<file path="src/rtl/alu_req_arbiter_if.sv">
// Requester, response and ALU-side signals shared by alu_req_arbiter and its environment.
// slave = arbiter side; master = requesters plus the ALU instance.
interface alu_req_arbiter_if #(
  parameter int WIDTH = 6
);
  logic             a_req_valid;
  logic             b_req_valid;
  logic             a_req_ready;
  logic             b_req_ready;
  logic [WIDTH-1:0] a_x;
  logic [WIDTH-1:0] a_y;
  logic [WIDTH-1:0] b_x;
  logic [WIDTH-1:0] b_y;
  logic [2:0]       a_fxn;
  logic [2:0]       b_fxn;
  logic             a_rsp_valid;
  logic             b_rsp_valid;
  logic             a_rsp_ready;
  logic             b_rsp_ready;
  logic [WIDTH-1:0] rsp_result;
  logic             rsp_overflow;
  logic             rsp_cout;
  logic [WIDTH-1:0] alu_x;
  logic [WIDTH-1:0] alu_y;
  logic [2:0]       alu_fxn;
  logic [WIDTH-1:0] alu_sum;
  logic             alu_overflow;
  logic             alu_cout;
  logic             busy;

  modport slave (
    input  a_req_valid, b_req_valid, a_x, a_y, b_x, b_y, a_fxn, b_fxn,
    input  a_rsp_ready, b_rsp_ready, alu_sum, alu_overflow, alu_cout,
    output a_req_ready, b_req_ready, a_rsp_valid, b_rsp_valid,
    output rsp_result, rsp_overflow, rsp_cout, alu_x, alu_y, alu_fxn, busy
  );

  modport master (
    output a_req_valid, b_req_valid, a_x, a_y, b_x, b_y, a_fxn, b_fxn,
    output a_rsp_ready, b_rsp_ready, alu_sum, alu_overflow, alu_cout,
    input  a_req_ready, b_req_ready, a_rsp_valid, b_rsp_valid,
    input  rsp_result, rsp_overflow, rsp_cout, alu_x, alu_y, alu_fxn, busy
  );
endinterface

</file>
<file path="src/rtl/alu_req_arbiter.sv">
// Two-port round-robin arbiter/sequencer in front of a shared combinational ALU.
// Define ALU_ARB_STATS_EN to add saturating operation/overflow counter ports.
module alu_req_arbiter #(
  parameter int WIDTH = 6
) (
  input  logic       clk,
  input  logic       rst_n,
  alu_req_arbiter_if.slave bus
`ifdef ALU_ARB_STATS_EN
  ,
  output logic [7:0] stat_a_ops,
  output logic [7:0] stat_b_ops,
  output logic [7:0] stat_ovf
`endif
);

  typedef enum logic [1:0] {S_IDLE, S_EXEC, S_RESP} state_t;

  localparam int NP = 2;  // port 0 = A, port 1 = B

  state_t           state_reg, state_next;
  logic             owner_reg, owner_next;
  logic             last_grant_reg, last_grant_next;
  logic [WIDTH-1:0] alu_x_reg, alu_y_reg;
  logic [2:0]       alu_fxn_reg;
  logic [WIDTH-1:0] rsp_result_reg;
  logic             rsp_overflow_reg, rsp_cout_reg;

  logic [NP-1:0]    req_valid, req_ready, rsp_valid, rsp_ready;
  logic [WIDTH-1:0] op_x [NP];
  logic [WIDTH-1:0] op_y [NP];
  logic [2:0]       op_fxn [NP];
  logic             win;
  logic             load_op, cap_rsp;

  assign req_valid = {bus.b_req_valid, bus.a_req_valid};
  assign rsp_ready = {bus.b_rsp_ready, bus.a_rsp_ready};
  assign op_x[0]   = bus.a_x;
  assign op_x[1]   = bus.b_x;
  assign op_y[0]   = bus.a_y;
  assign op_y[1]   = bus.b_y;
  assign op_fxn[0] = bus.a_fxn;
  assign op_fxn[1] = bus.b_fxn;

  // Under contention the port that did not win last time goes first.
  always_comb begin
    win = req_valid[1];
    if (req_valid == 2'b11) begin
      win = ~last_grant_reg;
    end
  end

  always_comb begin
    state_next      = state_reg;
    owner_next      = owner_reg;
    last_grant_next = last_grant_reg;
    req_ready       = '0;
    load_op         = 1'b0;
    cap_rsp         = 1'b0;
    case (state_reg)
      S_IDLE: begin
        if (|req_valid) begin
          req_ready[win]  = 1'b1;
          owner_next      = win;
          last_grant_next = win;
          load_op         = 1'b1;
          state_next      = S_EXEC;
        end
      end
      S_EXEC: begin
        cap_rsp    = 1'b1;
        state_next = S_RESP;
      end
      S_RESP: begin
        if (rsp_ready[owner_reg]) begin
          state_next = S_IDLE;
        end
      end
      default: state_next = S_IDLE;
    endcase
  end

  always_ff @(posedge clk or negedge rst_n) begin
    if (!rst_n) begin
      state_reg        <= S_IDLE;
      owner_reg        <= 1'b0;
      last_grant_reg   <= 1'b1;
      alu_x_reg        <= '0;
      alu_y_reg        <= '0;
      alu_fxn_reg      <= '0;
      rsp_result_reg   <= '0;
      rsp_overflow_reg <= 1'b0;
      rsp_cout_reg     <= 1'b0;
    end else begin
      state_reg      <= state_next;
      owner_reg      <= owner_next;
      last_grant_reg <= last_grant_next;
      if (load_op) begin
        alu_x_reg   <= op_x[win];
        alu_y_reg   <= op_y[win];
        alu_fxn_reg <= op_fxn[win];
      end
      if (cap_rsp) begin
        rsp_result_reg   <= bus.alu_sum;
        rsp_overflow_reg <= bus.alu_overflow;
        rsp_cout_reg     <= bus.alu_cout;
      end
    end
  end

  genvar gi;
  generate
    for (gi = 0; gi < NP; gi++) begin : g_port
      assign rsp_valid[gi] = (state_reg == S_RESP) && (owner_reg == 1'(gi));
    end
  endgenerate

  assign bus.a_req_ready  = req_ready[0];
  assign bus.b_req_ready  = req_ready[1];
  assign bus.a_rsp_valid  = rsp_valid[0];
  assign bus.b_rsp_valid  = rsp_valid[1];
  assign bus.rsp_result   = rsp_result_reg;
  assign bus.rsp_overflow = rsp_overflow_reg;
  assign bus.rsp_cout     = rsp_cout_reg;
  assign bus.alu_x        = alu_x_reg;
  assign bus.alu_y        = alu_y_reg;
  assign bus.alu_fxn      = alu_fxn_reg;
  assign bus.busy         = (state_reg != S_IDLE);

`ifdef ALU_ARB_STATS_EN
  logic [7:0] stat_a_reg, stat_b_reg, stat_ovf_reg;

  always_ff @(posedge clk or negedge rst_n) begin
    if (!rst_n) begin
      stat_a_reg   <= '0;
      stat_b_reg   <= '0;
      stat_ovf_reg <= '0;
    end else begin
      if (req_ready[0] && (stat_a_reg != 8'hFF)) stat_a_reg <= stat_a_reg + 8'd1;
      if (req_ready[1] && (stat_b_reg != 8'hFF)) stat_b_reg <= stat_b_reg + 8'd1;
      if (cap_rsp && bus.alu_overflow && (stat_ovf_reg != 8'hFF)) begin
        stat_ovf_reg <= stat_ovf_reg + 8'd1;
      end
    end
  end

  assign stat_a_ops = stat_a_reg;
  assign stat_b_ops = stat_b_reg;
  assign stat_ovf   = stat_ovf_reg;
`endif

endmodule

</file>
<file path="src/flat_wrapper.sv">
// flat-port wrapper written by rule: the top's interface ports become plain ports
module alu_req_arbiter_flat 
#(
  parameter int WIDTH = 6
)
  (clk, rst_n, bus_a_req_valid, bus_b_req_valid, bus_a_x, bus_a_y, bus_b_x, bus_b_y, bus_a_fxn, bus_b_fxn, bus_a_rsp_ready, bus_b_rsp_ready, bus_alu_sum, bus_alu_overflow, bus_alu_cout, bus_a_req_ready, bus_b_req_ready, bus_a_rsp_valid, bus_b_rsp_valid, bus_rsp_result, bus_rsp_overflow, bus_rsp_cout, bus_alu_x, bus_alu_y, bus_alu_fxn, bus_busy);
  alu_req_arbiter_if #(.WIDTH(WIDTH)) bus_i ();
  input  logic clk;
  input  logic rst_n;
  input wire logic [$bits(bus_i.a_req_valid)-1:0] bus_a_req_valid;
  input wire logic [$bits(bus_i.b_req_valid)-1:0] bus_b_req_valid;
  input wire logic [$bits(bus_i.a_x)-1:0] bus_a_x;
  input wire logic [$bits(bus_i.a_y)-1:0] bus_a_y;
  input wire logic [$bits(bus_i.b_x)-1:0] bus_b_x;
  input wire logic [$bits(bus_i.b_y)-1:0] bus_b_y;
  input wire logic [$bits(bus_i.a_fxn)-1:0] bus_a_fxn;
  input wire logic [$bits(bus_i.b_fxn)-1:0] bus_b_fxn;
  input wire logic [$bits(bus_i.a_rsp_ready)-1:0] bus_a_rsp_ready;
  input wire logic [$bits(bus_i.b_rsp_ready)-1:0] bus_b_rsp_ready;
  input wire logic [$bits(bus_i.alu_sum)-1:0] bus_alu_sum;
  input wire logic [$bits(bus_i.alu_overflow)-1:0] bus_alu_overflow;
  input wire logic [$bits(bus_i.alu_cout)-1:0] bus_alu_cout;
  output wire logic [$bits(bus_i.a_req_ready)-1:0] bus_a_req_ready;
  output wire logic [$bits(bus_i.b_req_ready)-1:0] bus_b_req_ready;
  output wire logic [$bits(bus_i.a_rsp_valid)-1:0] bus_a_rsp_valid;
  output wire logic [$bits(bus_i.b_rsp_valid)-1:0] bus_b_rsp_valid;
  output wire logic [$bits(bus_i.rsp_result)-1:0] bus_rsp_result;
  output wire logic [$bits(bus_i.rsp_overflow)-1:0] bus_rsp_overflow;
  output wire logic [$bits(bus_i.rsp_cout)-1:0] bus_rsp_cout;
  output wire logic [$bits(bus_i.alu_x)-1:0] bus_alu_x;
  output wire logic [$bits(bus_i.alu_y)-1:0] bus_alu_y;
  output wire logic [$bits(bus_i.alu_fxn)-1:0] bus_alu_fxn;
  output wire logic [$bits(bus_i.busy)-1:0] bus_busy;
  assign bus_i.a_req_valid = bus_a_req_valid;
  assign bus_i.b_req_valid = bus_b_req_valid;
  assign bus_i.a_x = bus_a_x;
  assign bus_i.a_y = bus_a_y;
  assign bus_i.b_x = bus_b_x;
  assign bus_i.b_y = bus_b_y;
  assign bus_i.a_fxn = bus_a_fxn;
  assign bus_i.b_fxn = bus_b_fxn;
  assign bus_i.a_rsp_ready = bus_a_rsp_ready;
  assign bus_i.b_rsp_ready = bus_b_rsp_ready;
  assign bus_i.alu_sum = bus_alu_sum;
  assign bus_i.alu_overflow = bus_alu_overflow;
  assign bus_i.alu_cout = bus_alu_cout;
  assign bus_a_req_ready = bus_i.a_req_ready;
  assign bus_b_req_ready = bus_i.b_req_ready;
  assign bus_a_rsp_valid = bus_i.a_rsp_valid;
  assign bus_b_rsp_valid = bus_i.b_rsp_valid;
  assign bus_rsp_result = bus_i.rsp_result;
  assign bus_rsp_overflow = bus_i.rsp_overflow;
  assign bus_rsp_cout = bus_i.rsp_cout;
  assign bus_alu_x = bus_i.alu_x;
  assign bus_alu_y = bus_i.alu_y;
  assign bus_alu_fxn = bus_i.alu_fxn;
  assign bus_busy = bus_i.busy;
  alu_req_arbiter #(.WIDTH(WIDTH)) u_core (.clk(clk), .rst_n(rst_n), .bus(bus_i));
endmodule
</file>
<file path="config.mk">
export PLATFORM = sky130hd
export DESIGN_NAME = alu_req_arbiter_flat
export DESIGN_NICKNAME = d
export VERILOG_FILES = /design/src/rtl/alu_req_arbiter_if.sv /design/src/rtl/alu_req_arbiter.sv /design/src/flat_wrapper.sv
export SDC_FILE = /design/constraint.sdc
export NUM_CORES = 1
export LEC_CHECK = 0
export ABC_AREA = 1
export CORE_UTILIZATION = 42
export DETAILED_ROUTE_END_ITERATION = 7
export PLACE_DENSITY = 0.82
export SKIP_LAST_GASP = 1
export SLEW_MARGIN = 20
export SYNTH_ARGS = -nofsm -noshare
export SYNTH_HDL_FRONTEND = slang
export SYNTH_SLANG_ARGS = --single-unit
</file>
<file path="constraint.sdc">
create_clock -name clk -period 1.9 [get_ports clk]
set_input_delay 0.19 -clock clk [delete_from_list [all_inputs] [get_ports clk]]
set_output_delay 0.19 -clock clk [all_outputs]
set_load 0.01 [all_outputs]
</file>
==> results of run 1 <==
## metal layers
metal | track usage (%) | up-vias | routed length, um
met2 | 34.9 | 47 | 1590
met3 | 5.46 | 2 | 250
met5 | 0 | - | 0
li1 | - | 687 | -
met4 | 6.12 | 0 | 21
met1 | 25.1 | 606 | 1400
## worst max-delay path, stage by stage, from the launching register on
cell and delay, ps:
dfrtp_1 400, inv_1 60, nand2_2 110, nor2_1 160, clkdlybuf4s50_1 550
## per-stage QoR
stage	std cells	util, %	total power (uW)
after global routing	293	70.0	3100
final	293	70.0	2880
after global placement	289	69.2	2640
after floorplan	174	-	1850
after detailed placement	289	69.2	2680
after CTS	293	70.0	2910
## synthesized netlist by cell type
master and number:
nand2_1 75, dfrtp_1 26, nand3_1 24, inv_1 17
nand3b_1 11, nor2_1 5, buf_2 4, buf_6 4
nand2_2 3, dfstp_2 1, inv_4 1, nor2_4 1
nor2_8 1, o21ai_0 1
## cell type report
class | instances | area [um^2] | share of cell area, %
Sequential cell | 27 | 677 | 31.4
Inverter | 18 | 70.1 | 3.25
Multi-Input combinational cell | 121 | 558 | 25.9
Clock buffer | 4 | 26.3 | 1.22
Tap cell | 44 | 55.1 | 2.56
Timing Repair Buffer | 79 | 767 | 35.6
## logic make-up after synthesis
family          after synthesis  share of synthesized area [%]
buf+inv                      26                           9.86
flops                        27                           49.4
compound gates                1                          0.365
simple gates                120                           40.4
## power breakdown
part / internal (uW) / switching (uW) / total [uW] / leakage, uW
clock: 82.0 / 160 / 242 / 0.0000150
sequential: 867 / 150 / 1020 / 0.000329
combinational: 825 / 797 / 1620 / 0.000740
## worst paths after layout
check | startpoint | to
min reg2reg | u_core.bus.rsp_cout$_DFFE_PN0N_ | u_core.bus.rsp_cout$_DFFE_PN0N_
max | u_core.state_reg[0]$_DFFE_PN0P_ | bus_b_req_ready
max in group asynchronous | rst_n | u_core.last_grant_reg$_DFFE_PN1P_
max reg2reg | u_core.last_grant_reg$_DFFE_PN1P_ | u_core.bus.alu_y[5]$_DFFE_PN0P_
min | rst_n | u_core.bus.rsp_result[4]$_DFFE_PN0N_
min in group clk | bus_alu_cout | u_core.bus.rsp_cout$_DFFE_PN0N_
## repair_timing
action / in CTS / in global routing
resized for setup: 3 / 0
buffers inserted: 0 / 0
setup endpoints to repair: 3 / 0
==> flow_summary_export.csv, run 1 <==
group,metric,value,unit
status,status,"finished clean",
logic_synthesis,synth_seq_cells,27,
cts,cts_buffer_depth,2,
setup_path,reg2reg_slack,700,ps
sta,finalSetupViolations,0,
floorplan,initial_core_util,44.5,%
final_layout,final_area,2150,um^2
power_and_ir_drop,leakage,0.00108,uW
routing,wl_per_cell,11.1,um
setup_path,cp.required,1710,ps
min_path,hp-class,"in2async",
run,drv_cap,0,
final_layout,area_growth,57.2,%
logic_synthesis,yosysWarnings,0,
routing,first_iter_violations,52,
floorplan,rows,20,
cts,numCtsBuffers,3,
logic_synthesis,syn-cell-area,1370,um^2
cts,clk_latency,320,ps
grt,antenna_found_initial,0,
logic_synthesis,syn-mean-instance-area,7.87,um^2
final_layout,diodes,0,
routing,viasPerCell,4.58,
setup_path,path_class,"reg2out",
routing,drt_pre_antenna_iters,4,
sta,setup_ws,120,ps
sta,fin_crit_sh,93.7,%
setup_path,cp-start-kind,"flop",
cts,cts_tree,"yes",
floorplan,core_area,3080,um^2
final_layout,num-fill-cells,267,
floorplan,die-area,3490,um^2
placement,routabilityCongestion,0.709,
sta,fmax,0.562,GHz
final_layout,layout.cells.most_common,"nand2_1",
logic_synthesis,ys_seq_area_share,49.4,%
logic_synthesis,syn_inst,174,
setup_path,end_kind,"output pin",
placement,postPlaceCellArea,2130,um^2
floorplan,pin_count,72,
floorplan,die_width,59.1,um
power_and_ir_drop,peakVddDrop,0.000636,V
sta,finalMaxSlewViolations,0,
grt,grt-ovfl-total,0,
cts,cts_hold_buf,0,
routing,routed_wirelength,3270,um
sta,worst_slew_pin_slew,336,ps
cts,h-tree-depth,1,
sta,final_hold_viol_count,0,
sta,whs,232,ps
routing,vias,1342,
routing,ant_nets,0,
logic_synthesis,yosys.area.top_type,"dfrtp_1",
placement,dpl.hpwl,2470,um
sta,relSlewSlack,77.6,%
logic_synthesis,yosys.cell_types.count,14,
final_layout,layout_common_cells,"75 x nand2_1, 68 x clkdlybuf4s50_1, 26 x dfrtp_1",
cts,clkTransAtPathRegs,140,ps
placement,portBuffers,71,
cts,cts-root-buf,"clkbuf_4",
grt,grtUsageTotal,20.4,%
logic_synthesis,syn_nets,218,
setup_path,cp.arrival,1590,ps
placement,place_ws,56.0,ps
logic_synthesis,synth.top_cell.area_share,47.5,%
final_layout,final_nets,294,
setup_path,crit_fanout,3,
power_and_ir_drop,power_per_cell_area,1340,nW/um^2
final_layout,drive_above_1_share,7.23,%
setup_path,ff2ff_path_depth,7,
grt,grt_max_degree,28,
sta,fin_crit,1780,ps
sta,skew,8.00,ps
routing,drc_errors,0,
cts,cts.sinks,27,
sta,rsz0062_at_grt,"false",
grt,grt_pass1_vias,1196,
logic_synthesis,ys_top_cells_by_area,"dfrtp_1 47%, nand2_1 21%, nand3_1 8.8%",
sta,setup_tns,0,ps
floorplan,die_h,59.1,um
grt,grt_pass1_wl,5310,um
Power figures use the tool's default switching activity.
==> run 2, diff against run 1 <==
Settings changed: CORE_ASPECT_RATIO set to 2.
==> run 2 against run 1 <==
  * Setup slack gained 8.1 ps
  * Sequential power barely moved
  * Fmax is 0.46% higher
  * Via count increased by 2.2%
  * Core utilization grew 0.089 points
  * Critical path depth did not move
  * Highest routed layer unchanged
==> flow_summary_export.csv, run 2 (synthesis gave the netlist of run 1 again) <==
group,metric,value,unit
status,status,"finished clean",
power_and_ir_drop,peakVddDrop,0.000770,V
run,drv_cap,0,
placement,routabilityCongestion,0.791,
sta,relSlewSlack,77.0,%
routing,m1WireLength,1250,um
sta,whs,288,ps
cts,clk_latency,270,ps
final_layout,layout.cells.most_common,"nand2_1",
floorplan,die-area,3510,um^2
sta,finalMaxSlewViolations,0,
sta,rsz0062_at_grt,"false",
sta,fin_crit_sh,93.3,%
routing,met3_length,129,um
routing,drt_pre_antenna_iters,4,
routing,drc_errors,0,
cts,clkTransAtPathRegs,90,ps
final_layout,area_growth,59.5,%
power_and_ir_drop,power_per_cell_area,1370,nW/um^2
sta,fin_crit,1770,ps
sta,final_hold_viol_count,0,
floorplan,rows,29,
floorplan,die_width,42.4,um
setup_path,crit_path_start,"bus_b_req_valid",
sta,setup_tns,0,ps
floorplan,initial_core_util,43.9,%
sta,finalSetupViolations,0,
placement,portBuffers,71,
routing,routed_wirelength,3470,um
setup_path,path_class,"in2out",
grt,antenna_found_initial,0,
routing,routed.top_layer,"met4",
cts,cts.sinks,27,
cts,h-tree-depth,1,
setup_path,crit_fanout,4,
routing,ant_nets,0,
power_and_ir_drop,leakage,0.00114,uW
cts,cts_hold_buf,0,
grt,grt_max_degree,28,
routing,first_iter_violations,14,
setup_path,timing.rr.start,"u_core.state_reg[1]$_DFFE_PN0P_",
grt,grt-ovfl-total,0,
setup_path,end_kind,"output pin",
final_layout,diodes,0,
routing,wl_per_cell,12.3,um
final_layout,final_nets,296,
sta,worst_slew_pin_slew,345,ps
cts,cts_tree,"yes",
grt,grtUsageTotal,21.5,%
sta,skew,3.04,ps
sta,fmax,0.564,GHz
final_layout,layout_common_cells,"75 x nand2_1, 68 x clkdlybuf4s50_1, 26 x dfrtp_1",
setup_path,cp.arrival,1580,ps
final_layout,drive_above_1_share,9.16,%
setup_path,cp.required,1710,ps
floorplan,die_h,82.8,um
floorplan,core_area,3120,um^2
floorplan,pin_count,72,
cts,cts-root-buf,"clkbuf_8",
cts,numCtsBuffers,3,
min_path,hp-class,"in2async",
grt,grt_pass1_wl,5740,um
setup_path,ff2ff_path_depth,6,
cts,post_cts_buffers,0,
routing,vias,1371,
grt,grt_pass1_vias,1334,
routing,viasPerCell,4.86,
setup_path,cp-start-kind,"input port",
power_and_ir_drop,total_power,2990,uW
placement,dpl.hpwl,2710,um
routing,wl_met2,2050,um
cts,cts_buffer_depth,2,
-- run 2: critical path: stages --
cell and delay, ps:
clkdlybuf4s50_1 590, nand2_2 120, nor2_1 120, clkdlybuf4s50_1 550
-- run 2: timing repair --
| item | in CTS | in global routing |
|---|---|---|
| gates resized for setup | 1 | 4 |
| hold endpoints to repair | 0 | 0 |
| endpoints found under the setup margin | 1 | 3 |
-- run 2: power breakdown --
group / total, uW / leakage, uW / switching [uW] / internal [uW]
clock: 324 / 0.0000255 / 177 / 147
sequential: 1020 / 0.000329 / 150 / 869
combinational: 1650 / 0.000785 / 803 / 842
-- run 2: final cells by class --
cell class / count / area (um^2)
clock buffers: 3 / 41.3
flip-flops and latches: 27 / 677
fillers: 265 / 935
clock inverters: 1 / 5.00
multi-input cells: 121 / 561
well taps: 31 / 38.8
inverters: 18 / 70.1
repair buffers: 81 / 793
-- run 2: final timing paths --
check	end	slack, ps
setup / recovery	bus_b_req_ready	130
hold / removal	u_core.bus.rsp_result[0]$_DFFE_PN0N_	290
setup reg to reg	u_core.bus.alu_x[4]$_DFFE_PN0P_	720
hold reg to reg	u_core.bus.rsp_result[4]$_DFFE_PN0N_	470
max in group asynchronous	u_core.last_grant_reg$_DFFE_PN1P_	1300
min in group clk	u_core.bus.rsp_result[4]$_DFFE_PN0N_	470
-- run 2: metal layers --
metal | up-vias | GRT usage (%)
met1 | 630 | 21.4
met4 | 0 | 8.44
li1 | 690 | -
met2 | 47 | 43.1
met3 | 4 | 3.03
met5 | - | 0
-- run 2: through the flow --
stage	area, um^2	util (%)	cells	worst slack (ps)
after floorplan	1370	-	174	642
final	2190	70.0	282	128
after detailed placement	2130	68.2	278	45.2
after global placement	2130	68.2	278	44.6
after global routing	2190	70.0	282	10.5
after CTS	2180	69.7	282	27.7
